--- src/rtl/serial_adder.sv ---
// Bit-serial adder: one full_adder cell plus a carry flop produce A + B + Cin
// over WIDTH cycles, LSB first, with registered S/Cout and busy/done status.

module full_adder (
  input  logic a,
  input  logic b,
  input  logic cin,
  output logic s,
  output logic cout
);
  assign s    = a ^ b ^ cin;
  assign cout = (a & b) | (cin & (a ^ b));
endmodule

module serial_adder #(
  parameter int WIDTH = 8
) (
  input  logic             clk,
  input  logic             rst_n,
  input  logic             start,
  input  logic [WIDTH-1:0] A,
  input  logic [WIDTH-1:0] B,
  input  logic             Cin,
  output logic             busy,
  output logic             done,
  output logic [WIDTH-1:0] S,
  output logic             Cout
);
  localparam int CW = $clog2(WIDTH) + 1;
  localparam logic [CW-1:0] LAST = CW'(WIDTH - 1);

  typedef enum logic [1:0] {
    IDLE = 2'd0,
    RUN  = 2'd1,
    DONE = 2'd2
  } state_t;

  state_t           state_r;
  state_t           next_s;
  logic [WIDTH-1:0] a_sh_r;
  logic [WIDTH-1:0] b_sh_r;
  logic [WIDTH-1:0] s_sh_r;
  logic             c_q_r;
  logic [CW-1:0]    cnt_r;
  logic [WIDTH-1:0] s_r;
  logic             cout_r;
  logic             busy_r;
  logic             done_r;
  logic             busy_s;
  logic             done_s;
  logic             fa_s_s;
  logic             fa_cout_s;
  logic [WIDTH-1:0] s_next_s;

  full_adder u_fa (
    .a    (a_sh_r[0]),
    .b    (b_sh_r[0]),
    .cin  (c_q_r),
    .s    (fa_s_s),
    .cout (fa_cout_s)
  );

  // New sum bit enters at the MSB so the LSB-first result ends up aligned.
  assign s_next_s = WIDTH'({fa_s_s, s_sh_r} >> 1);

  // State register
  always_ff @(posedge clk or negedge rst_n) begin
    if (!rst_n) begin
      state_r <= IDLE;
    end else begin
      state_r <= next_s;
    end
  end

  // Next-state logic; start is only honoured outside RUN
  always_comb begin
    next_s = state_r;
    case (state_r)
      IDLE: begin
        if (start) next_s = RUN;
        else       next_s = IDLE;
      end
      RUN: begin
        if (cnt_r == LAST) next_s = DONE;
        else               next_s = RUN;
      end
      DONE: begin
        if (start) next_s = RUN;
        else       next_s = IDLE;
      end
      default: next_s = IDLE;
    endcase
  end

  // Status decoded from the upcoming state so busy/done come straight from flops
  always_comb begin
    busy_s = 1'b0;
    done_s = 1'b0;
    case (next_s)
      RUN:     busy_s = 1'b1;
      DONE:    done_s = 1'b1;
      default: begin
        busy_s = 1'b0;
        done_s = 1'b0;
      end
    endcase
  end

  // Operand shifters, carry, bit counter and result registers
  always_ff @(posedge clk or negedge rst_n) begin
    if (!rst_n) begin
      a_sh_r <= {WIDTH{1'b0}};
      b_sh_r <= {WIDTH{1'b0}};
      s_sh_r <= {WIDTH{1'b0}};
      c_q_r  <= 1'b0;
      cnt_r  <= {CW{1'b0}};
      s_r    <= {WIDTH{1'b0}};
      cout_r <= 1'b0;
      busy_r <= 1'b0;
      done_r <= 1'b0;
    end else begin
      busy_r <= busy_s;
      done_r <= done_s;
      case (state_r)
        IDLE, DONE: begin
          if (start) begin
            a_sh_r <= A;
            b_sh_r <= B;
            c_q_r  <= Cin;
            cnt_r  <= {CW{1'b0}};
            s_sh_r <= {WIDTH{1'b0}};
          end
        end
        RUN: begin
          a_sh_r <= a_sh_r >> 1;
          b_sh_r <= b_sh_r >> 1;
          s_sh_r <= s_next_s;
          c_q_r  <= fa_cout_s;
          cnt_r  <= cnt_r + CW'(1);
          if (cnt_r == LAST) begin
            s_r    <= s_next_s;
            cout_r <= fa_cout_s;
          end
        end
        default: begin
          cnt_r <= {CW{1'b0}};
        end
      endcase
    end
  end

  assign busy = busy_r;
  assign done = done_r;
  assign S    = s_r;
  assign Cout = cout_r;

endmodule

--- config.mk ---
export PLATFORM = sky130hd
export DESIGN_NAME = serial_adder
export DESIGN_NICKNAME = d
export VERILOG_FILES = /design/src/rtl/serial_adder.sv
export SDC_FILE = /design/constraint.sdc
export NUM_CORES = 1
export LEC_CHECK = 0
export BUFFER_PORTS_ARGS = -buffer_cell sky130_fd_sc_hd__buf_2
export CAP_MARGIN = 20
export CORE_UTILIZATION = 40
export CTS_BUF_LIST = sky130_fd_sc_hd__clkbuf_4 sky130_fd_sc_hd__clkbuf_8
export CTS_CLUSTER_SIZE = 28
export DETAILED_ROUTE_END_ITERATION = 10
export PLACE_DENSITY_LB_ADDON = 0.08
export SYNTH_ARGS = -nofsm -noshare
export SYNTH_HDL_FRONTEND = slang
export SYNTH_SLANG_ARGS = --single-unit
--- constraint.sdc ---
create_clock -name clk -period 2.1 [get_ports clk]
set_clock_uncertainty 0.1 [all_clocks]
set_input_delay 0.105 -clock clk [delete_from_list [all_inputs] [get_ports clk]]
set_output_delay 0.105 -clock clk [all_outputs]
set_load 0.05 [all_outputs]
### Word-level counts from Yosys, hierarchy flattened

Index checks and enable logic that the tools add are counted.

| storage, ports and cells | value |
|---|---|
| register bits after elaboration | 42 |
| bits of input ports | 20 |
| output and inout bits | 11 |
| word-level logic and storage cells | 42 |

| operators by class | value |
|---|---|
| add/subtract/negate cells | 1 |
| equal/unequal tests | 6 |
| multiplexer cells | 15 |
| bitwise logic cells | 5 |
| reduce and logical (&&, ||, !) cells | 5 |

Operator list:

| cell | count |
|---|---|
| one-hot mux 8 bit (2 select lines) | 3 |
| two-way mux 8 bit | 3 |
| one-hot mux 4 bit (2 select lines) | 1 |
| adder 4 x 1 -> 4 bit (second input constant) | 1 |
| == test 2 x 1 -> 1 bit (second input constant) | 2 |
| == test 2 bit (second input constant) | 2 |
| == test 4 x 3 -> 1 bit (second input constant) | 1 |
| two-way mux 1 bit | 4 |
| two-way mux 4 bit | 1 |
| one-hot mux 2 bit (2 select lines) | 1 |
| AND reduction 2 bit | 2 |
| bitwise AND 1 bit | 2 |
| logical NOT 2 bit | 1 |
| two-way mux 2 bit | 1 |
| inequality test 2 x 1 -> 1 bit (second input constant) | 1 |
| one-hot mux 1 bit (2 select lines) | 1 |
| nonzero test 2 bit | 1 |
| OR reduction 2 bit | 1 |
| XOR 1 bit | 2 |
| bitwise OR 1 bit | 1 |

### Depth between registers and ports, before layout

| depth | value |
|---|---|
| depth after elaboration | 5 |
| gate-level depth with buffers | 5 |
| gate-level depth less buffers | 4 |

### Hierarchy

Synthesis repeated with hierarchy kept, for this count alone.

| second synthesis, totals | value |
|---|---|
| cell total of the unflattened synthesis | 155 |
| area total of the unflattened synthesis | 1687.9 sq um |

Modules (own cells, without submodules):

| module | times used | cells an instance | area each (sq um) | sequential area each (sq um) |
|---|---|---|---|---|
| serial_adder | 1 | 154 | 1667.8 | 1026.0 |
| full_adder | 1 | 1 | 20.0 | 0.0 |

### Least setup slack after synthesis

No wires, ideal clock.

| path | value |
|---|---|
| kind | reg2reg |
| from | register cnt_r[0] |
| to | register cout_r, in the netlist Cout |
| setup time | 125 ps |
| arrival | 1359 ps |
| data required time | 1875 ps |
| slack | 516 ps |
| stages on the path, launching flop included | 5 |
| path buffers | 0 |
| clock period less this slack | 1584 ps |
| cell sequence | dfrtp_1 ha_1 nand2_1 nor3_4 mux2_2 |

| between the ends | value |
|---|---|
| cells in the longest elaborated chain, start to end | 2 |

RTL lines:

| what | line | text |
|---|---|---|
| from (decl) | 44 | `logic [CW-1:0] cnt_r;` |
| from (signal assigned) | 116 | `cnt_r <= {CW{1'b0}};` |
| from (signal assigned) | 130 | `cnt_r <= {CW{1'b0}};` |
| from (signal assigned) | 139 | `cnt_r <= cnt_r + CW'(1);` |
| == test 4 x 3 -> 1 bit | 140 | `if (cnt_r == LAST) begin` |
| AND reduction 2 bit (no source line) | -- |  |
| to (signal assigned) | 142 | `cout_r <= fa_cout_s;` |
| to (decl) | 46 | `logic cout_r;` |

Every way passes these cells.
A chain may end at the register's enable or synchronous reset.

### Worst setup path in the final report

| path | value |
|---|---|
| from | register cnt_r[0] |
| to | register s_r[2], in the netlist S[2] |

| between the ends | value |
|---|---|
| cells in the longest elaborated chain, start to end | 2 |

RTL lines:

| what | line | text |
|---|---|---|
| == test 4 x 3 -> 1 bit | 140 |  |
| AND reduction 2 bit (no source line) | -- |  |
| to (signal assigned) | 117 | `s_r <= {WIDTH{1'b0}};` |
| to (signal assigned) | 141 | `s_r <= s_next_s;` |
| to (decl) | 45 | `logic [WIDTH-1:0] s_r;` |

Every way passes these cells.

==> flow_summary_export.csv <==
group,metric,value,unit
clocking,clkLatencyLatePin,280,ps
timing,slew_viol_final,0,
grt,antenna_found_initial,0,
die,start_util,41.86,%
drt,ant_nets,0,
timing,period_minus_slack,1813,ps
timing,post-route-period-util,86.32,%
cells_and_area,final_nets,224,
grt,overflow,0,
critical_path,r2r_start,"cnt_r[0]",
die,die_x,66.94,microns
grt,use_met1,22.14,%
timing,tightest_slew,878.0,ps
timing,max_freq,0.5517,GHz
drt,vias_per_cell,5.000,
grt,grt_max_degree,42,
timing,fin_setup_tns,0,ps
job,maxCapViolations,0,
drt,drt-pass1-iter-count,4,
power,ir_worst_vdd,0.6412,mV
clocking,ctsHoldBuffers,18,
power,p_leak,1.013,nW
clocking,postCtsSetupRepairBufs,0,
logic_synthesis,ys_seq_area_share,60.83,%
clocking,clock_sinks,41,
critical_path,critPathKind,"register to register",
clocking,cts_made_buffers,5,
drt,routedWlPerCell,13.25,microns
cells_and_area,finish.utilization,53.23,%
logic_synthesis,syn_nets,175,
timing,hold_viol,0,
logic_synthesis,synth.distinct_cells,23,
cells_and_area,layout_commonest_cell,"dfrtp_1",
cells_and_area,antenna_cells,0,
die,dieHeight,66.94,microns
drt,drc_errors,0,
cells_and_area,most-common-layout-cells,"dfrtp_1 (41), nand2_1 (34), buf_2 (30)",
critical_path,crit_start,"cnt_r[0]",
critical_path,cp_data_required_time,2170,ps
logic_synthesis,syn-cell-area,0.001687,sq mm
grt,use_met3,5.651,%
placed_design,hpwl,2115,microns
placed_design,gp_congestion,0.6947,
power,p_per_area,1495,mW/mm^2
drt,routed_wl,3338,microns
clocking,cts_root_buf,"clkbuf_8",
logic_synthesis,yosys-top-cells-area,"dfrtp_1 (61%), nand2_1 (7.6%), mux2_2 (6.0%), a22o_1 (5.7%), a31oi_1 (5.6%)",
cells_and_area,area_growth_syn_to_layout,27.15,%
logic_synthesis,yosys_warnings,0,
placed_design,port_buffers,30,
drt,drt_iter0_drc,73,
timing,rsz0062_at_grt,"false",
critical_path,cp_max_fo,10,
logic_synthesis,netlist_instances,153,
logic_synthesis,synth_top_area_share,60.83,%
grt,top_usage_layer,"met2",
clocking,clk_path_buf_depth,2,
grt,globalRouteMet2Util,26.77,%
grt,track_usage,17.22,%
die,ios,31,
timing,setup_viol,0,
clocking,clk_pin_slew,70,ps
clocking,ctsHtreeMaxLevel,2,
critical_path,cp-start-kind,"register",
grt,grt_pass1_vias,1213,
timing,maxSlewHeadroom,41.47,%
die,rows,23,
critical_path,endpoint_kind,"register",
logic_synthesis,ys_ff_latch,41,
grt,grt_first_pass_wirelength,5499,microns
min_path,min-delay-start,"start",
clocking,cts_resized,0,
cells_and_area,drive_above_1_share,25.25,%
clocking,cts_tree,"done",
logic_synthesis,avgSynthCellArea,11.02,sq um
logic_synthesis,synth_area_leader_cell,"dfrtp_1",
drt,vias,1260,
min_path,min_path_type,"primary input to register",
die,core_region_area,0.004029,sq mm
die,fp.dieArea,0.004480,sq mm
run_status,status,"complete, no violations",
critical_path,cp.arrival,1880,ps
per-layer routing:
metal  wire length [microns]  vias to the layer above
met4                      49                        0
met1                    1618                      616
li1                        -                      621
met2                    1557                       18
met3                     112                        5
met5                       0                        -
state kept, by name, summed over array words and instances (netlist names):
signal / cells
busy: 1
cnt_r: 4
c_q_r: 1
b_sh_r: 8
done: 1
a_sh_r: 8
s_sh_r: 7
state_r: 2
S: 8
Cout: 1
through the flow:
step / cell area, sq um / total power, mW / cells / hold slack, ps / setup slack [ps]
floorplan: 1687 / 2.378 / 153 / -290.6 / 516.3
detailed placement: 1874 / 2.691 / 227 / 180.5 / 286.3
global route: 2145 / 3.464 / 252 / 102.9 / 177.7
CTS: 2145 / 3.254 / 252 / 75.13 / 271.9
finish: 2145 / 3.205 / 252 / 82.96 / 287.3
global placement: 1874 / 2.647 / 227 / 170.7 / 361.3
logic make-up after synthesis:
logic type,synth area share [%]
AOI/OAI and AO/OA,12.83
adders and majority gates,1.929
buffers and inverters,3.041
DFF,60.83
muxes,6.009
and+or+nand+nor,15.36
synthesized netlist by cell type (all sizes together):
library cell   n
nor2b          2
a31oi         15
mux2           9
o22ai          1
nand3          1
and2b          1
nand2b         2
or3            1
clkbuf         3
dfrtp         41
nand2         34
nor2          17
inv            1
o21ai          3
nor3           2
a21oi          1
a22o          11
buf            6
fa             1
ha             1
cell type report:
cell class,instances,area (sq um)
Timing Repair Buffer,51,352.8
Sequential cell,41,1026
Tap cell,50,62.56
Clock buffer,7,90.09
Multi-Input combinational cell,102,609.3
Inverter,1,3.754
Fill cell,376,1884
worst max-delay path: stages (launching register included):
cell     delay (ps)
dfrtp_1         390
ha_1            210
nand2_1         130
nor3_4          480
mux2_2          390
power by group:
group          leakage (nW)  internal (mW)  switching, mW  total, mW
combinational         0.461          0.506          0.827       1.33
sequential            0.504           1.14          0.216       1.36
clock                0.0477          0.273          0.243      0.516
total                  1.01           1.92           1.29       3.21
final timing paths:
check                            endpoint  slack (ps)  cells past startpoint
worst min register to register       S[1]         400                      1
worst max-delay path                 S[2]         290                      4
min in group asynchronous       a_sh_r[4]         380                      2
worst min-delay path             cnt_r[0]          80                      4
worst max register to register       S[2]         290                      4
max in group asynchronous            S[2]         980                      2
(Power assumes the default switching activity.)
